<file path="config.mk">
export PLATFORM = sky130hd
export DESIGN_NAME = control_unit
export DESIGN_NICKNAME = d
export VERILOG_FILES = /design/src/rtl/control_unit_pkg.sv /design/src/rtl/control_unit_wait_counter.sv /design/src/rtl/control_unit.sv
export SDC_FILE = /design/constraint.sdc
export NUM_CORES = 1
export LEC_CHECK = 0
export ABC_CLOCK_PERIOD_IN_PS = 5510
export CORE_MARGIN = 2
export CORE_UTILIZATION = 42
export DETAILED_ROUTE_END_ITERATION = 7
export PLACE_DENSITY = 0.95
export SETUP_SLACK_MARGIN = 0.02
export SYNTH_ARGS = -nofsm -noshare
export SYNTH_HDL_FRONTEND = slang
export SYNTH_SLANG_ARGS = --single-unit
export TNS_END_PERCENT = 50
</file>
<file path="constraint.sdc">
create_clock -name clock -period 5.51 [get_ports clock]
set_input_delay 1.653 -clock clock [delete_from_list [all_inputs] [get_ports clock]]
set_output_delay 1.653 -clock clock [all_outputs]
set_load 0.005 [all_outputs]
</file>
<file path="src/rtl/control_unit_pkg.sv">
// Shared definitions for the CPU control sequencer: step encodings, opcodes,
// ALU operation codes and opcode classification used by the decoder.
package control_unit_pkg;

  typedef enum logic [3:0] {
    S_RESET = 4'd0,
    S_T0    = 4'd1,
    S_T1    = 4'd2,
    S_T2    = 4'd3,
    S_T3    = 4'd4,
    S_T4    = 4'd5,
    S_T5    = 4'd6,
    S_T6    = 4'd7,
    S_T7    = 4'd8,
    S_HALT  = 4'd9
  } state_e;

  typedef enum logic [3:0] {
    C_REG, C_IMM, C_LDI, C_LD, C_ST, C_BR, C_JR, C_NOP, C_HALT, C_ILLEGAL
  } op_class_e;

  localparam logic [4:0] OP_LD   = 5'b00000;
  localparam logic [4:0] OP_LDI  = 5'b00001;
  localparam logic [4:0] OP_ST   = 5'b00010;
  localparam logic [4:0] OP_ADD  = 5'b00011;
  localparam logic [4:0] OP_SUB  = 5'b00100;
  localparam logic [4:0] OP_AND  = 5'b00101;
  localparam logic [4:0] OP_OR   = 5'b00110;
  localparam logic [4:0] OP_ADDI = 5'b01100;
  localparam logic [4:0] OP_ANDI = 5'b01101;
  localparam logic [4:0] OP_ORI  = 5'b01110;
  localparam logic [4:0] OP_BR   = 5'b10011;
  localparam logic [4:0] OP_JR   = 5'b10100;
  localparam logic [4:0] OP_NOP  = 5'b11010;
  localparam logic [4:0] OP_HALT = 5'b11011;

  localparam logic [3:0] ALU_NOP = 4'd0;
  localparam logic [3:0] ALU_ADD = 4'd1;
  localparam logic [3:0] ALU_SUB = 4'd2;
  localparam logic [3:0] ALU_AND = 4'd3;
  localparam logic [3:0] ALU_OR  = 4'd4;

  function automatic op_class_e decodeOp(input logic [4:0] op);
    case (op)
      OP_ADD, OP_SUB, OP_AND, OP_OR: return C_REG;
      OP_ADDI, OP_ANDI, OP_ORI:      return C_IMM;
      OP_LDI:                        return C_LDI;
      OP_LD:                         return C_LD;
      OP_ST:                         return C_ST;
      OP_BR:                         return C_BR;
      OP_JR:                         return C_JR;
      OP_NOP:                        return C_NOP;
      OP_HALT:                       return C_HALT;
      default:                       return C_ILLEGAL;
    endcase
  endfunction

  // Address arithmetic (PC increment, displacement, branch target) always adds.
  function automatic logic [3:0] aluFor(input logic [4:0] op);
    case (op)
      OP_SUB:          return ALU_SUB;
      OP_AND, OP_ANDI: return ALU_AND;
      OP_OR, OP_ORI:   return ALU_OR;
      default:         return ALU_ADD;
    endcase
  endfunction

endpackage

</file>
<file path="src/rtl/control_unit_wait_counter.sv">
// Memory wait-state counter: loads the configured wait count, counts down
// while a memory step is being held, and flags when the step may advance.
module control_unit_wait_counter #(
  parameter logic [3:0] LOAD_VALUE = 4'd0
) (
  input  logic clock,
  input  logic clear,
  input  logic load_i,
  input  logic dec_i,
  output logic done_o
);

  logic [3:0] count_q, count_d;

  always_ff @(posedge clock) begin
    if (clear) count_q <= 4'd0;
    else       count_q <= count_d;
  end

  always_comb begin
    count_d = count_q;
    if (load_i)                       count_d = LOAD_VALUE;
    else if (dec_i && count_q != 4'd0) count_d = count_q - 4'd1;
  end

  assign done_o = (count_q == 4'd0);

endmodule

</file>
<file path="src/rtl/control_unit.sv">
// Hardwired control sequencer: fetch T0-T2, decode ir[31:27], execute T3-T7,
// with Moore-style strobes for the DataPath and memory.
module control_unit
  import control_unit_pkg::*;
#(
  parameter int unsigned MEM_WAIT = 0
) (
  input  logic        clock,
  input  logic        clear,
  input  logic [31:0] ir,
  input  logic        con_ff,
  input  logic        stop,
  output logic        PCout, MARin, IncPC, PCin, Zin, Zlowout, MDRin, MDRout, IRin, Yin,
  output logic        Gra, Grb, Grc, Rin, Rout, BAout, Cout, CONin,
  output logic        ram_read, ram_write,
  output logic [3:0]  alu_op,
  output logic        run,
  output logic        illegal_op
);

  state_e    state_q, state_d;
  op_class_e opClass;
  logic      inWaitStep, waitDone;
  state_e    boundary;
  logic      unusedIr;

  assign opClass    = decodeOp(ir[31:27]);
  assign unusedIr   = ^ir[26:0];
  assign inWaitStep = (state_q == S_T1) ||
                      (state_q == S_T6 && opClass == C_LD) ||
                      (state_q == S_T7 && opClass == C_ST);
  assign boundary   = stop ? S_HALT : S_T0;

  // Counter reloads in every non-memory step, so it is primed on entry to the next wait step.
  control_unit_wait_counter #(.LOAD_VALUE(4'(MEM_WAIT))) waitCounter (
    .clock (clock),
    .clear (clear),
    .load_i(!inWaitStep),
    .dec_i (inWaitStep),
    .done_o(waitDone)
  );

  always_ff @(posedge clock) begin
    if (clear) state_q <= S_RESET;
    else       state_q <= state_d;
  end

  always_comb begin
    state_d = state_q;
    case (state_q)
      S_RESET: state_d = S_T0;
      S_T0:    state_d = S_T1;
      S_T1:    if (waitDone) state_d = S_T2;
      S_T2: begin
        case (opClass)
          C_HALT:           state_d = S_HALT;
          C_NOP, C_ILLEGAL: state_d = boundary;
          default:          state_d = S_T3;
        endcase
      end
      S_T3:    state_d = (opClass == C_JR) ? boundary : S_T4;
      S_T4:    state_d = S_T5;
      S_T5:    state_d = (opClass == C_LD || opClass == C_ST || opClass == C_BR) ? S_T6 : boundary;
      S_T6: begin
        if (opClass == C_BR)                 state_d = boundary;
        else if (opClass != C_LD || waitDone) state_d = S_T7;
      end
      S_T7:    if (opClass != C_ST || waitDone) state_d = boundary;
      S_HALT:  state_d = S_HALT;
      default: state_d = S_RESET;
    endcase
  end

  always_comb begin
    {PCout, MARin, IncPC, PCin, Zin, Zlowout, MDRin, MDRout, IRin, Yin} = '0;
    {Gra, Grb, Grc, Rin, Rout, BAout, Cout, CONin} = '0;
    {ram_read, ram_write, illegal_op} = '0;
    alu_op = ALU_NOP;
    run    = (state_q != S_RESET) && (state_q != S_HALT);
    case (state_q)
      S_T0: begin
        {PCout, MARin, IncPC, Zin} = 4'b1111;
        alu_op = ALU_ADD;
      end
      S_T1: {Zlowout, PCin, ram_read, MDRin} = 4'b1111;
      S_T2: begin
        {MDRout, IRin} = 2'b11;
        illegal_op = (opClass == C_ILLEGAL);
      end
      S_T3: begin
        case (opClass)
          C_REG, C_IMM:      {Grb, Rout, Yin} = 3'b111;
          C_LDI, C_LD, C_ST: {Grb, BAout, Yin} = 3'b111;
          C_BR:              {Gra, Rout, CONin} = 3'b111;
          C_JR:              {Gra, Rout, PCin} = 3'b111;
          default:           ;
        endcase
      end
      S_T4: begin
        if (opClass == C_BR) begin
          {PCout, Yin} = 2'b11;
        end else begin
          Zin    = 1'b1;
          alu_op = aluFor(ir[31:27]);
          if (opClass == C_REG) {Grc, Rout} = 2'b11;
          else                  Cout = 1'b1;
        end
      end
      S_T5: begin
        case (opClass)
          C_REG, C_IMM, C_LDI: {Zlowout, Gra, Rin} = 3'b111;
          C_LD, C_ST:          {Zlowout, MARin} = 2'b11;
          C_BR: begin
            {Cout, Zin} = 2'b11;
            alu_op = ALU_ADD;
          end
          default: ;
        endcase
      end
      S_T6: begin
        case (opClass)
          C_LD: {ram_read, MDRin} = 2'b11;
          C_ST: {Gra, Rout, MDRin} = 3'b111;
          C_BR: begin
            Zlowout = 1'b1;
            PCin    = con_ff;
          end
          default: ;
        endcase
      end
      S_T7: begin
        if (opClass == C_LD)      {MDRout, Gra, Rin} = 3'b111;
        else if (opClass == C_ST) ram_write = 1'b1;
      end
      default: ;
    endcase
  end

endmodule

</file>
==> impl_metrics.py <==
metrics = {
    "clock_network": {
        "cts_tree": "built",
        "cts_hold_buffers": 0,
        "htreeDepth": 1,
        "cts_root_buf": "clkbuf_4",
        "cts_setup_buffers": 0,
        "cts.reportedPaths.clkPinSlew_ns": 0.05,
        "insertion_delay_ns": 0.25,
        "clockBufferDepth": 2,
        "cts_buffers": 3,
        "cts_resized": 0,
        "cts_sinks": 8,
    },
    "drt": {
        "vias": 1398,
        "via_per_inst": 5.97,
        "routed_wl_mm": 3.19,
        "drc": 0,
        "wl_per_cell_um": 13.6,
        "met1Wirelength_mm": 1.45,
        "drtPass1Iterations": 4,
        "wl_met3_um": 280,
        "routed-wl-met2_mm": 1.44,
        "highest_layer": "met4",
        "drtAntennaViolNets": 0,
        "drtIter0Drc": 70,
    },
    "pwr": {
        "p_leak_nw": 0.566,
        "power.density_nw_per_um2": 131,
        "total_power_uw": 203,
        "peakVddDrop_v": 0.000111,
    },
    "yosys": {
        "synth_top_area_cell": "dfxtp_1",
        "synthArstFlopShare": 0,
        "syn_area_per_cell_um2": 6.67,
        "synth.area.top_cells": "dfxtp_1, nor2_1, a21oi_1, nand2b_1, nor2b_1",
        "synth_warnings": 0,
        "ys.flop_type": "dfxtp_1",
        "syn_inst": 169,
        "synth_edf_count": 0,
        "synth_seq_area_share": 0.142,
        "yosysMostFrequentCell": "nor2_1",
        "synth_area_um2": 1130,
        "ys_ff_latch": 8,
        "synth_common_cells": "nor2_1, a21oi_1, nand2_1",
        "synthesis.nets": 206,
        "synth.top_cell.area_share": 0.142,
        "ys_types": 51,
    },
    "sta": {
        "fin_ws_ns": 0.145,
        "totalNegativeSetupSlack_ns": 0,
        "fin_crit_sh": 0.974,
        "rsz0062_at_grt": "no",
        "final-max-slew-violation-count": 0,
        "hold_viol": 0,
        "hold-worst-slack_ns": 0.504,
        "period_minus_slack_ns": 5.37,
        "clock_skew_ns": 0.00580,
        "setup_viol_count_final": 0,
        "fmax_mhz": 186,
        "tightest_slew_ns": 0.607,
        "relSlewSlack": 0.595,
    },
    "critical_path": {
        "crit_chain": "clkdlybuf4s50_1 -> nand2b_1 -> or4_1 -> o21ai_0 -> nand3b_1 -> or3b_1 -> clkdlybuf4s50_1",
        "crit_family": "simple AND/OR/NAND/NOR gates",
        "cp_common_cell": "clkdlybuf4s50_1",
        "cp_num_buf_inv": 2,
        "end_kind": "output pin",
        "critPathSlowestCell": "clkdlybuf4s50_1",
        "required_ns": 3.86,
        "crit_path_max_fanout": 2,
        "crit_type": "in2out",
        "start_kind": "primary input",
        "arrival_ns": 3.71,
        "cp_slowest_stage_delay_ns": 0.49,
    },
    "floorplanning": {
        "die_w_um": 55.8,
        "fp.dieArea_um2": 3110,
        "top_level_ports": 62,
        "die_y_um": 55.8,
        "start_util": 0.451,
        "core_um2": 2500,
        "std_cell_rows": 18,
    },
    "place": {
        "gp_congestion": 0.920,
        "place.port_buffers": 33,
        "dp_slack_ns": 0.0948,
        "hpwl_mm": 2.48,
    },
    "status": {
        "status": "complete, no violations",
    },
    "global_route": {
        "antenna_found_initial": 0,
        "grt_pass1_wl_mm": 5.32,
        "grt_max_degree": 21,
        "grt_usage": 0.204,
        "grt-ovfl-total": 0,
        "grt_pass1_vias": 1181,
    },
    "layout": {
        "antenna_cells": 0,
        "fillers": 219,
        "final_nets": 243,
        "drive_gt1_frac": 0.123,
        "final_util": 0.620,
        "area_growth_syn_to_layout_pct": 37.5,
    },
    "min_path": {
        "hold_path_class": "reg2reg",
    },
    "job": {
        "maxCapViolations": 0,
    },
}
final timing paths:
| path | slack (ns) | end | startpoint | cells past startpoint |
|---|---|---|---|---|
| max reg2reg | 3.53 | state_q[3]$_SDFFE_PP0P_ | state_q[0]$_SDFFE_PP0P_ | 4 |
| max | 0.14 | Gra | ir[27] | 7 |
| min reg2reg | 0.50 | waitCounter.count_q[3]$_SDFFE_PP0P_ | waitCounter.count_q[3]$_SDFFE_PP0P_ | 2 |
| min | 0.50 | waitCounter.count_q[3]$_SDFFE_PP0P_ | waitCounter.count_q[3]$_SDFFE_PP0P_ | 2 |
layer usage:
metal,vias to the layer above,global-route usage
met5,-,0
met4,0,0.0476
met3,4,0.0326
met2,77,0.318
met1,617,0.295
li1,700,-
cell families after synthesis:
kind of cell / share of synthesized area
and+or+nand+nor: 0.465
AOI/OAI and AO/OA: 0.276
DFF: 0.142
muxes: 0.0200
buffers and inverters: 0.0666
xor gates and xnor gates: 0.0155
adders and majority gates: 0.0111
other: 0.00333
layout by cell type, fill, tap and decap left out, types with 2 or more instances in the layout:
cell type,n
a311oi_1,3
and3_1,3
and2_1,2
o21ai_0,5
a31o_2,2
nand2_1,11
or2_2,2
or3_1,3
o211ai_1,2
a22oi_1,2
buf_4,12
clkdlybuf4s50_1,32
nor2b_1,9
nor2_1,23
xnor2_1,2
dfxtp_1,8
nand2b_1,9
or4_1,3
o31ai_1,2
nand3b_1,2
inv_1,4
nand3_1,7
a222oi_1,2
a21o_1,2
o22ai_1,3
nand4_1,3
mux2_2,2
a21oi_1,13
clkbuf_4,3
nor3b_1,2
nor3_1,5
registers in the layout, indices dropped and copies added, names as in the netlist:
signal               flops
state_q                  4
waitCounter.count_q      4
metrics by stage:
step | cell area, um^2 | instances
after global routing | 1550 | 234
after global placement | 1530 | 231
after floorplan | 1130 | 169
after CTS | 1550 | 234
after detailed placement | 1530 | 231
final | 1550 | 234
layout make-up:
type	count	area, um^2	area share
Tap cell	30	37.5	0.0242
Timing Repair Buffer	45	423	0.273
Multi-Input combinational cell	144	892	0.575
Clock buffer	3	22.5	0.0145
Inverter	4	15.0	0.00969
Sequential cell	8	160	0.103
tightest hold or removal path: cells and delay by family, from the launching register on:
kind | cells | cell delay [ns]
compound gates | 2 | 0.13
flops | 1 | 0.33
power by group:
| group | internal [mW] | leakage [nW] | switching [mW] | total, mW |
|---|---|---|---|---|
| combinational | 0.0484 | 0.487 | 0.0422 | 0.0906 |
| clock | 0.0248 | 0.0138 | 0.0183 | 0.0431 |
| sequential | 0.0601 | 0.0650 | 0.00900 | 0.0691 |
Power figures use the tool's default switching activity.
